$ cat src/rtl/digififo_block_arbiter_if.sv
// rtl/digififo_block_arbiter_if.sv - DIGIFIFO / TEMPFIFO / converter signal bundle for the block arbiter
interface digififo_block_arbiter_if #(
  parameter int CNT_W = 17
);
  // control from the DDR write sequencer
  logic             run_en_i;
  logic             last_write_i;

  // DIGIFIFO side (FWFT heads and fill levels)
  logic [CNT_W-1:0] ch0_rdcnt_i;
  logic [CNT_W-1:0] ch1_rdcnt_i;
  logic [31:0]      ch0_data_i;
  logic [31:0]      ch1_data_i;
  logic             ch0_re_o;
  logic             ch1_re_o;

  // TEMPFIFO back-pressure
  logic             tempfifo_af_i;
  logic             tempfifo_empty_i;

  // converter side and status
  logic [31:0]      word_o;
  logic             word_valid_o;
  logic             grant_o;
  logic             busy_o;
  logic             block_done_o;
  logic [15:0]      ch0_blocks_o;
  logic [15:0]      ch1_blocks_o;

  // arbiter side
  modport slave (
    input  run_en_i, last_write_i,
    input  ch0_rdcnt_i, ch1_rdcnt_i, ch0_data_i, ch1_data_i,
    input  tempfifo_af_i, tempfifo_empty_i,
    output ch0_re_o, ch1_re_o,
    output word_o, word_valid_o, grant_o, busy_o, block_done_o,
    output ch0_blocks_o, ch1_blocks_o
  );

  // environment side
  modport master (
    output run_en_i, last_write_i,
    output ch0_rdcnt_i, ch1_rdcnt_i, ch0_data_i, ch1_data_i,
    output tempfifo_af_i, tempfifo_empty_i,
    input  ch0_re_o, ch1_re_o,
    input  word_o, word_valid_o, grant_o, busy_o, block_done_o,
    input  ch0_blocks_o, ch1_blocks_o
  );
endinterface

$ cat src/rtl/digififo_block_arbiter.sv
// rtl/digififo_block_arbiter.sv - whole-block round-robin arbiter of two DIGIFIFOs onto the 32-to-64 converter (option: ARB_FIXED_PRIORITY_EN)
module digififo_block_arbiter #(
  parameter int BLOCK_WORDS = 256,
  parameter int CNT_W       = 17
) (
  input  logic                      digiclk_i,
  input  logic                      reset,
  digififo_block_arbiter_if.slave   bus
);

  localparam int               WCNT_W   = $clog2(BLOCK_WORDS) + 1;
  localparam logic [WCNT_W-1:0] WCNT_LAST = WCNT_W'(BLOCK_WORDS - 1);
  localparam logic [CNT_W:0]    BLK_THR   = (CNT_W+1)'(BLOCK_WORDS);

  typedef enum logic [1:0] {
    S_IDLE = 2'd0,
    S_ARB  = 2'd1,
    S_XFER = 2'd2
  } state_t;

  state_t            state;
  state_t            state_nxt;

  logic              armed;
  logic              hold;
  logic              stall;
  logic              elig0;
  logic              elig1;
  logic              sel_nxt;
  logic              grant_q;
  logic [WCNT_W-1:0] wcnt;
  logic              last_word;

  logic              re0;
  logic              re1;
  logic              busy;
  logic              grant_load;
  logic              last_beat;

  logic [31:0]       word_q;
  logic              valid_q;
  logic              done_q;
  logic [15:0]       blocks0_q;
  logic [15:0]       blocks1_q;

  // TEMPFIFO almost-full must cut the read in the same cycle, so stall
  // includes the raw input as well as the latched hold
  assign stall     = hold | bus.tempfifo_af_i;
  assign elig0     = {1'b0, bus.ch0_rdcnt_i} >= BLK_THR;
  assign elig1     = {1'b0, bus.ch1_rdcnt_i} >= BLK_THR;
  assign last_word = (wcnt == WCNT_LAST);

`ifdef ARB_FIXED_PRIORITY_EN
  // ch0 wins every tie; ch1 only when ch0 lacks a full block
  assign sel_nxt = ~elig0;
`else
  logic last_grant;

  // ties go to the channel not served last; only-one-eligible goes to that one
  assign sel_nxt = (elig0 & elig1) ? ~last_grant : elig1;

  // last grant starts at ch1 so ch0 takes the first tie after reset
  always_ff @(posedge digiclk_i or posedge reset) begin
    if (reset)
      last_grant <= 1'b1;
    else if (grant_load)
      last_grant <= sel_nxt;
  end
`endif

  // armed follows run_en/last_write; run_en has priority
  always_ff @(posedge digiclk_i or posedge reset) begin
    if (reset)
      armed <= 1'b0;
    else if (bus.run_en_i)
      armed <= 1'b1;
    else if (bus.last_write_i)
      armed <= 1'b0;
  end

  // hold latches almost-full until TEMPFIFO drains empty; af has priority
  always_ff @(posedge digiclk_i or posedge reset) begin
    if (reset)
      hold <= 1'b0;
    else if (bus.tempfifo_af_i)
      hold <= 1'b1;
    else if (bus.tempfifo_empty_i)
      hold <= 1'b0;
  end

  // FSM state register
  always_ff @(posedge digiclk_i or posedge reset) begin
    if (reset)
      state <= S_IDLE;
    else
      state <= state_nxt;
  end

  // FSM next state: a started block always runs to completion
  always_comb begin
    state_nxt = state;
    case (state)
      S_IDLE: begin
        if (armed)
          state_nxt = S_ARB;
      end
      S_ARB: begin
        if (!armed)
          state_nxt = S_IDLE;
        else if (!stall && (elig0 || elig1))
          state_nxt = S_XFER;
      end
      S_XFER: begin
        if (!stall && last_word)
          state_nxt = S_ARB;
      end
      default: state_nxt = S_IDLE;
    endcase
  end

  // FSM outputs: reads only in XFER, only for the granted channel, only unstalled
  always_comb begin
    re0        = 1'b0;
    re1        = 1'b0;
    busy       = 1'b0;
    grant_load = 1'b0;
    last_beat  = 1'b0;
    case (state)
      S_ARB: begin
        grant_load = armed & ~stall & (elig0 | elig1);
      end
      S_XFER: begin
        busy      = 1'b1;
        re0       = ~grant_q & ~stall;
        re1       =  grant_q & ~stall;
        last_beat = ~stall & last_word;
      end
      default: ;
    endcase
  end

  // granted channel is held for the whole block, including across stalls
  always_ff @(posedge digiclk_i or posedge reset) begin
    if (reset)
      grant_q <= 1'b0;
    else if (grant_load)
      grant_q <= sel_nxt;
  end

  // word counter within the current block; frozen while stalled
  always_ff @(posedge digiclk_i or posedge reset) begin
    if (reset)
      wcnt <= '0;
    else if (last_beat)
      wcnt <= '0;
    else if (re0 || re1)
      wcnt <= wcnt + 1'b1;
  end

  // completed-block counters step on the edge that launches block_done
  always_ff @(posedge digiclk_i or posedge reset) begin
    if (reset) begin
      blocks0_q <= '0;
      blocks1_q <= '0;
    end else if (last_beat) begin
      if (grant_q)
        blocks1_q <= blocks1_q + 16'd1;
      else
        blocks0_q <= blocks0_q + 16'd1;
    end
  end

  // output word register: captures the FWFT head of the granted channel on each read
  always_ff @(posedge digiclk_i or posedge reset) begin
    if (reset) begin
      word_q  <= '0;
      valid_q <= 1'b0;
      done_q  <= 1'b0;
    end else begin
      valid_q <= re0 | re1;
      done_q  <= last_beat;
      if (re0 || re1)
        word_q <= grant_q ? bus.ch1_data_i : bus.ch0_data_i;
    end
  end

  assign bus.ch0_re_o     = re0;
  assign bus.ch1_re_o     = re1;
  assign bus.busy_o       = busy;
  assign bus.grant_o      = grant_q;
  assign bus.word_o       = word_q;
  assign bus.word_valid_o = valid_q;
  assign bus.block_done_o = done_q;
  assign bus.ch0_blocks_o = blocks0_q;
  assign bus.ch1_blocks_o = blocks1_q;

endmodule

$ cat src/flat_wrapper.sv
// flat-port wrapper written by rule: the top's interface ports become plain ports
module digififo_block_arbiter_flat 
#(
  parameter int BLOCK_WORDS = 256,
  parameter int CNT_W       = 17
)
  (digiclk_i, reset, bus_run_en_i, bus_last_write_i, bus_ch0_rdcnt_i, bus_ch1_rdcnt_i, bus_ch0_data_i, bus_ch1_data_i, bus_tempfifo_af_i, bus_tempfifo_empty_i, bus_ch0_re_o, bus_ch1_re_o, bus_word_o, bus_word_valid_o, bus_grant_o, bus_busy_o, bus_block_done_o, bus_ch0_blocks_o, bus_ch1_blocks_o);
  digififo_block_arbiter_if #(.CNT_W(CNT_W)) bus_i ();
  input  logic digiclk_i;
  input  logic reset;
  input wire logic [$bits(bus_i.run_en_i)-1:0] bus_run_en_i;
  input wire logic [$bits(bus_i.last_write_i)-1:0] bus_last_write_i;
  input wire logic [$bits(bus_i.ch0_rdcnt_i)-1:0] bus_ch0_rdcnt_i;
  input wire logic [$bits(bus_i.ch1_rdcnt_i)-1:0] bus_ch1_rdcnt_i;
  input wire logic [$bits(bus_i.ch0_data_i)-1:0] bus_ch0_data_i;
  input wire logic [$bits(bus_i.ch1_data_i)-1:0] bus_ch1_data_i;
  input wire logic [$bits(bus_i.tempfifo_af_i)-1:0] bus_tempfifo_af_i;
  input wire logic [$bits(bus_i.tempfifo_empty_i)-1:0] bus_tempfifo_empty_i;
  output wire logic [$bits(bus_i.ch0_re_o)-1:0] bus_ch0_re_o;
  output wire logic [$bits(bus_i.ch1_re_o)-1:0] bus_ch1_re_o;
  output wire logic [$bits(bus_i.word_o)-1:0] bus_word_o;
  output wire logic [$bits(bus_i.word_valid_o)-1:0] bus_word_valid_o;
  output wire logic [$bits(bus_i.grant_o)-1:0] bus_grant_o;
  output wire logic [$bits(bus_i.busy_o)-1:0] bus_busy_o;
  output wire logic [$bits(bus_i.block_done_o)-1:0] bus_block_done_o;
  output wire logic [$bits(bus_i.ch0_blocks_o)-1:0] bus_ch0_blocks_o;
  output wire logic [$bits(bus_i.ch1_blocks_o)-1:0] bus_ch1_blocks_o;
  assign bus_i.run_en_i = bus_run_en_i;
  assign bus_i.last_write_i = bus_last_write_i;
  assign bus_i.ch0_rdcnt_i = bus_ch0_rdcnt_i;
  assign bus_i.ch1_rdcnt_i = bus_ch1_rdcnt_i;
  assign bus_i.ch0_data_i = bus_ch0_data_i;
  assign bus_i.ch1_data_i = bus_ch1_data_i;
  assign bus_i.tempfifo_af_i = bus_tempfifo_af_i;
  assign bus_i.tempfifo_empty_i = bus_tempfifo_empty_i;
  assign bus_ch0_re_o = bus_i.ch0_re_o;
  assign bus_ch1_re_o = bus_i.ch1_re_o;
  assign bus_word_o = bus_i.word_o;
  assign bus_word_valid_o = bus_i.word_valid_o;
  assign bus_grant_o = bus_i.grant_o;
  assign bus_busy_o = bus_i.busy_o;
  assign bus_block_done_o = bus_i.block_done_o;
  assign bus_ch0_blocks_o = bus_i.ch0_blocks_o;
  assign bus_ch1_blocks_o = bus_i.ch1_blocks_o;
  digififo_block_arbiter #(.BLOCK_WORDS(BLOCK_WORDS), .CNT_W(CNT_W)) u_core (.digiclk_i(digiclk_i), .reset(reset), .bus(bus_i));
endmodule
$ cat config.mk
export PLATFORM = sky130hd
export DESIGN_NAME = digififo_block_arbiter_flat
export DESIGN_NICKNAME = d
export VERILOG_FILES = /design/src/rtl/digififo_block_arbiter_if.sv /design/src/rtl/digififo_block_arbiter.sv /design/src/flat_wrapper.sv
export SDC_FILE = /design/constraint.sdc
export NUM_CORES = 1
export LEC_CHECK = 0
export ABC_AREA = 1
export CAP_MARGIN = 0
export CORE_ASPECT_RATIO = 1.2
export CORE_UTILIZATION = 42
export DETAILED_ROUTE_END_ITERATION = 12
export PLACE_DENSITY_LB_ADDON = 0.3
export SYNTH_ARGS = -nofsm -noshare
export SYNTH_HDL_FRONTEND = slang
export SYNTH_SLANG_ARGS = --single-unit
$ cat constraint.sdc
create_clock -name digiclk_i -period 3.27 [get_ports digiclk_i]
set_input_delay 0.4905 -clock digiclk_i [delete_from_list [all_inputs] [get_ports digiclk_i]]
set_output_delay 0.4905 -clock digiclk_i [all_outputs]
set_load 0.02 [all_outputs]
==> results.json, run 1 <==
{
  "power.density_nw_per_um2": 582,
  "leakagePower_nw": 2.56,
  "crit_required_ns": 3.51,
  "numCtsBuffers": 9,
  "port-buffer-count": 157,
  "vias_per_cell": 4.98,
  "min_path_type": "reg2reg",
  "period_minus_slack_ns": 2.44,
  "max_cap_violations": 0,
  "grt_max_degree": 82,
  "synth_seq_cells": 81,
  "cts_num_sinks": 81,
  "intPower_mw": 2.32,
  "synth_top_area_share_pct": 50.5,
  "grt-ovfl-total": 0,
  "synth_edf_count": 0,
  "max_slew.worst_pin.slew_ns": 0.651,
  "post_drt_wl_per_cell_um": 13.2,
  "cts_resized": 0,
  "nets": 748,
  "cp_cell_sequence": "ha_1 -> nand3_1 -> nor4_1 -> ha_1 -> inv_1 -> nor2_2 -> inv_1 -> nand2_1 -> nand2_1",
  "fillers": 774,
  "synthMuxAreaShare_pct": 0,
  "placementRows": 38,
  "clk_path_buf_depth": 2,
  "critPathBufInv": 2,
  "grt_util_all_layers_pct": 21.9,
  "stdcell_count": 765,
  "num_vias": 3806,
  "finalSetupViolCount": 0,
  "arrival_ns": 2.68,
  "final_common_cell": "clkdlybuf4s50_1",
  "clock_latency_ns": 0.36,
  "cpMaxStageDelayCell": "nor2_2",
  "antenna_found_initial": 0,
  "drive_gt1_share_pct": 5.58,
  "ir_drop_mv": 0.428,
  "post_synth_fa_ha_maj_area_fraction_pct": 1.26,
  "diodes": 0,
  "grt_pass1_wl_mm": 16.9,
  "grt_pass1_vias": 3804,
  "yosys_warnings": 0,
  "synth_top_family_by_area": "simple AND/OR/NAND/NOR gates",
  "holdBufCountCts": 0,
  "synthFlopType": "dfrtp_1",
  "synth.distinct_cells": 29,
  "p_comb_share_pct": 34.7,
  "netSwitchingFraction_pct": 32.1,
  "synth_simple_gate_area_share_pct": 28.4,
  "worst_slack_ns": 0.829,
  "skew_ns": 0.00855,
  "async_flop_share_pct": 100,
  "yosys.area.top_type": "dfrtp_1",
  "dp_hpwl_mm": 7.46,
  "report.final.hold_viol_count": 0,
  "hold_slack_ns": 0.495,
  "drt_iter0_drc": 97,
  "root_buffer": "clkbuf_8",
  "slew_viol_final": 0,
  "routed_wl_mm": 10.1,
  "dieArea_um2": 9830,
  "critPathMaxStageDelay_ns": 0.56,
  "seq_area_frac_synth_pct": 51.2,
  "synth_compound_area_share_pct": 8.05,
  "cts_setup_buffers": 0,
  "end_kind": "flip-flop",
  "die_w_um": 90.7,
  "slew_headroom_pct": 56.6,
  "syn_inst": 481,
  "p_seq_share_pct": 41.5,
  "syn_avg_cell_area_um2": 8.24,
  "grt_setup_unrepaired": "false",
  "core_area_um2": 9080,
  "drt_pass1_iterations": 6,
  "synth_xor_area_share_pct": 5.08,
  "die-height_um": 108,
  "final_cell_mix": "clkdlybuf4s50_1 (157), nand2_1 (107), nor2_1 (96), dfrtp_1 (80), inv_1 (39)",
  "p_switching_mw": 1.10,
  "syn2layout_area_growth_pct": 48.2,
  "route.detailed.drc": 0,
  "crit_family": "simple AND/OR/NAND/NOR gates",
  "status": "completed",
  "netlist_area_um2": 3970,
  "synthTopCellsByArea": "dfrtp_1 (50%), nand2_1 (10%), nor2_1 (9.1%), o22ai_1 (5.2%), inv_1 (3.8%)",
  "critPathMaxFanout": 15,
  "io_pins": 174,
  "crit_type": "reg2reg",
  "start_util_pct": 43.7,
  "period_share_pct": 74.6,
  "fin_setup_tns_ns": 0,
  "ant_nets": 0,
  "clk_pin_slew_ns": 0.08,
  "h-tree-depth": 3,
  "p_clk_share_pct": 23.8,
  "dp_slack_ns": 0.796,
  "start_kind": "flip-flop",
  "gp_congestion": 0.851,
  "numPlacedInstances": 749,
  "syn-num-nets": 589,
  "cts_tree": "done",
  "clock.fmax_ghz": 0.410
}
synth_stat cells (2+ instances only):
library cell	n
inv_1	40
nand4_1	10
xnor2_1	13
nor2_2	5
dfrtp_1	80
buf_2	11
xor2_1	10
nand2_1	107
ha_1	4
nor2_4	2
buf_4	2
nor2_1	96
a21oi_1	4
nand2_2	2
nand3_2	2
o22ai_1	33
nand3_1	26
nor3_1	10
o21ai_0	14
path summary, 6_finish.rpt:
path	from	end	slack [ns]	cells past startpoint
worst max-delay path	u_core.wcnt[0]	u_core.bus.ch1_blocks_o[15]	0.83	9
worst min-delay path	u_core.last_grant	u_core.last_grant	0.50	2
worst max register to register	u_core.wcnt[0]	u_core.bus.ch1_blocks_o[15]	0.83	9
worst min register to register	u_core.last_grant	u_core.last_grant	0.50	2
max in group asynchronous	reset	u_core.last_grant	2.36	3
min in group asynchronous	reset	u_core.bus.ch1_blocks_o[2]	0.54	3
cell families (layout without fill, tap and decap cells):
family,after synthesis,after routing
XOR/XNOR,23,23
AO/OA/AOI/OAI,54,54
adder cells (fa/ha/maj),4,4
AND/OR/NAND/NOR,263,263
buffers and inverters,56,220
flip-flops,81,81
final cells by class:
type	count	area, um2	share of cell area, %
tap	120	150	2.55
multi-input combinational	344	1700	28.8
clock buffer	12	145	2.47
timing repair buffer	162	1620	27.6
inverter	42	161	2.75
clock inverter	4	76.3	1.30
sequential	81	2030	34.5
per-layer routing:
layer	up-vias	global-route usage, %	wire, um
met5	-	0	0
met4	0	11.6	255
met3	20	7.31	826
met2	152	38.7	5100
met1	1746	23.0	3940
li1	1888	-	-
tightest hold or removal path, delay by kind of cell (launching register included):
kind | cells | cell delay, ns
flops | 1 | 0.38
simple gates | 1 | 0.05
compound gates | 1 | 0.07
power groups by stage:
stage          Sequential, mW  Combinational, mW  Clock [mW]
6_report                 1.42               1.19       0.815
3_3_place_gp             1.42               1.17           0
5_1_grt                  1.45               1.28       0.882
2_1_floorplan            1.67              0.330           0
3_5_place_dp             1.44               1.19           0
4_1_cts                  1.42               1.20       0.835
registers in the layout, summed over array words and instances, names as in the netlist:
name	count
u_core.bus.grant_o	1
u_core.wcnt	9
u_core.last_grant	1
u_core.bus.block_done_o	1
u_core.armed	1
u_core.hold	1
u_core.bus.word_valid_o	1
u_core.bus.ch1_blocks_o	16
u_core.bus.ch0_blocks_o	16
u_core.state	2
u_core.bus.word_o	32
through the flow:
step	instance area (um2)	power (mW)	util, %
after global placement	5660	2.59	62.3
after global routing	5880	3.61	64.7
after detailed placement	5660	2.63	62.3
final	5880	3.42	64.7
after floorplan	3970	2.00	-
after CTS	5880	3.45	64.7
(Power assumes the default switching activity.)
==> inputs of run 2 (changes only) <==
- clock period: 3.27 -> 2.5 ns (I/O delays scaled with it)
==> results.json, run 2 (same netlist as run 1, synthesis figures left out) <==
{
  "stdcell_area_um2": 5870,
  "nets": 750,
  "critPathMaxStageDelay_ns": 0.61,
  "netSwitchingFraction_pct": 33.0,
  "grt-ovfl-total": 0,
  "leakagePower_nw": 2.56,
  "vias_per_cell": 5.02,
  "holdBufCountCts": 0,
  "p_clk_share_pct": 22.3,
  "ant_nets": 0,
  "max_cap_violations": 0,
  "start_util_pct": 43.7,
  "critPathMaxFanout": 2,
  "clk_pin_slew_ns": 0.08,
  "drt_pass1_iterations": 5,
  "period_share_pct": 89.2,
  "drive_gt1_share_pct": 5.87,
  "finalSetupViolCount": 0,
  "clk_path_buf_depth": 2,
  "h-tree-depth": 3,
  "ir_drop_mv": 0.609,
  "slew_viol_final": 0,
  "skew_ns": 0.0100,
  "intPower_mw": 2.94,
  "cts_setup_buffers": 0,
  "crit_type": "in2out",
  "route.detailed.drc": 0,
  "dieArea_um2": 9830,
  "start_kind": "input port",
  "fillers": 757,
  "clock.fmax_ghz": 0.449,
  "die-height_um": 108,
  "min_path_type": "in2async",
  "max_slew.worst_pin.slew_ns": 0.398,
  "power.density_nw_per_um2": 748,
  "status": "completed",
  "p_comb_share_pct": 35.4,
  "post_drt_wl_per_cell_um": 13.2,
  "final_cell_mix": "clkdlybuf4s50_1 (157), nand2_1 (107), nor2_1 (96), dfrtp_1 (80), inv_1 (39)",
  "gp_congestion": 0.869,
  "hold_slack_ns": 0.233,
  "fin_setup_tns_ns": 0,
  "drt_iter0_drc": 122,
  "diodes": 0,
  "slew_headroom_pct": 73.3,
  "cts_resized": 0,
  "report.final.hold_viol_count": 0,
  "grt_pass1_wl_mm": 16.8,
  "core_area_um2": 9080,
  "arrival_ns": 1.85,
  "final_common_cell": "clkdlybuf4s50_1",
  "grt_max_degree": 53,
  "grt_util_all_layers_pct": 21.9,
  "p_seq_share_pct": 42.4,
  "cts_tree": "done",
  "placed_area_um2": 5670,
  "grt_setup_unrepaired": "false",
  "cts_num_sinks": 81,
  "syn2layout_area_growth_pct": 48.0,
  "crit_family": "buffers and inverters",
  "dp_hpwl_mm": 7.58,
  "placementRows": 38,
  "root_buffer": "clkbuf_8",
  "num_vias": 3847,
  "antenna_found_initial": 0,
  "p_switching_mw": 1.45,
  "cpMaxStageDelayCell": "clkdlybuf4s50_1",
  "critPathBufInv": 4,
  "io_pins": 174,
  "grt_pass1_vias": 3689,
  "cp_cell_sequence": "clkdlybuf4s50_1 -> inv_1 -> nand2_1 -> nor2_2 -> nand2_2 -> inv_1 -> clkdlybuf4s50_1",
  "crit_required_ns": 2.12,
  "end_kind": "output port",
  "period_minus_slack_ns": 2.23,
  "routed_wl_mm": 10.1,
  "clock_latency_ns": 0.36,
  "die_w_um": 90.7,
  "port-buffer-count": 157,
  "numCtsBuffers": 9,
  "largest_reg_flops": 32
}
run 2: area by class of cell:
class | instances | area (um2) | share of cell area, %
Inverter | 42 | 161 | 2.75
Clock inverter | 4 | 51.3 | 0.874
Tap cell | 120 | 150 | 2.56
Clock buffer | 12 | 145 | 2.47
Sequential cell | 81 | 2030 | 34.6
Multi-Input combinational cell | 344 | 1700 | 28.9
Timing Repair Buffer | 164 | 1640 | 27.9
run 2: stage by stage:
stage,instances,setup WS (ns),total power [mW],utilization (%)
floorplan,481,0.0466,2.61,-
global placement,751,0.293,3.39,62.5
detailed placement,751,0.278,3.44,62.5
CTS,767,0.271,4.42,64.6
global route,767,0.216,4.62,64.6
finish,767,0.271,4.39,64.6
run 2: final timing paths:
path	startpoint	end	slack (ns)	cells after the start
worst max register to register	u_core.wcnt[0]	u_core.bus.ch1_blocks_o[7]	0.42	10
worst min register to register	u_core.wcnt[5]	u_core.wcnt[5]	0.50	1
min in group digiclk_i	u_core.wcnt[5]	u_core.wcnt[5]	0.50	1
worst max-delay path	bus_tempfifo_af_i	bus_ch0_re_o	0.27	7
worst min-delay path	reset	u_core.bus.ch1_blocks_o[3]	0.23	2
max in group asynchronous	reset	u_core.last_grant	1.72	3
run 2: power by group through the flow:
stage	Combinational, mW	Clock [mW]	Sequential [mW]
global placement	1.53	0	1.86
floorplan	0.431	0	2.18
CTS	1.57	0.996	1.86
detailed placement	1.56	0	1.88
global route	1.66	1.06	1.90
finish	1.55	0.977	1.86
run 2: layer usage:
| metal | vias up | share of wire, % | routed length, um | global-route usage [%] |
|---|---|---|---|---|
| met5 | - | 0 | 0 | 0 |
| met4 | 0 | 1.6 | 161 | 9.22 |
| met3 | 13 | 8.3 | 835 | 7.10 |
| met2 | 138 | 51 | 5160 | 39.2 |
| met1 | 1814 | 39 | 3950 | 23.8 |
| li1 | 1882 | - | - | - |
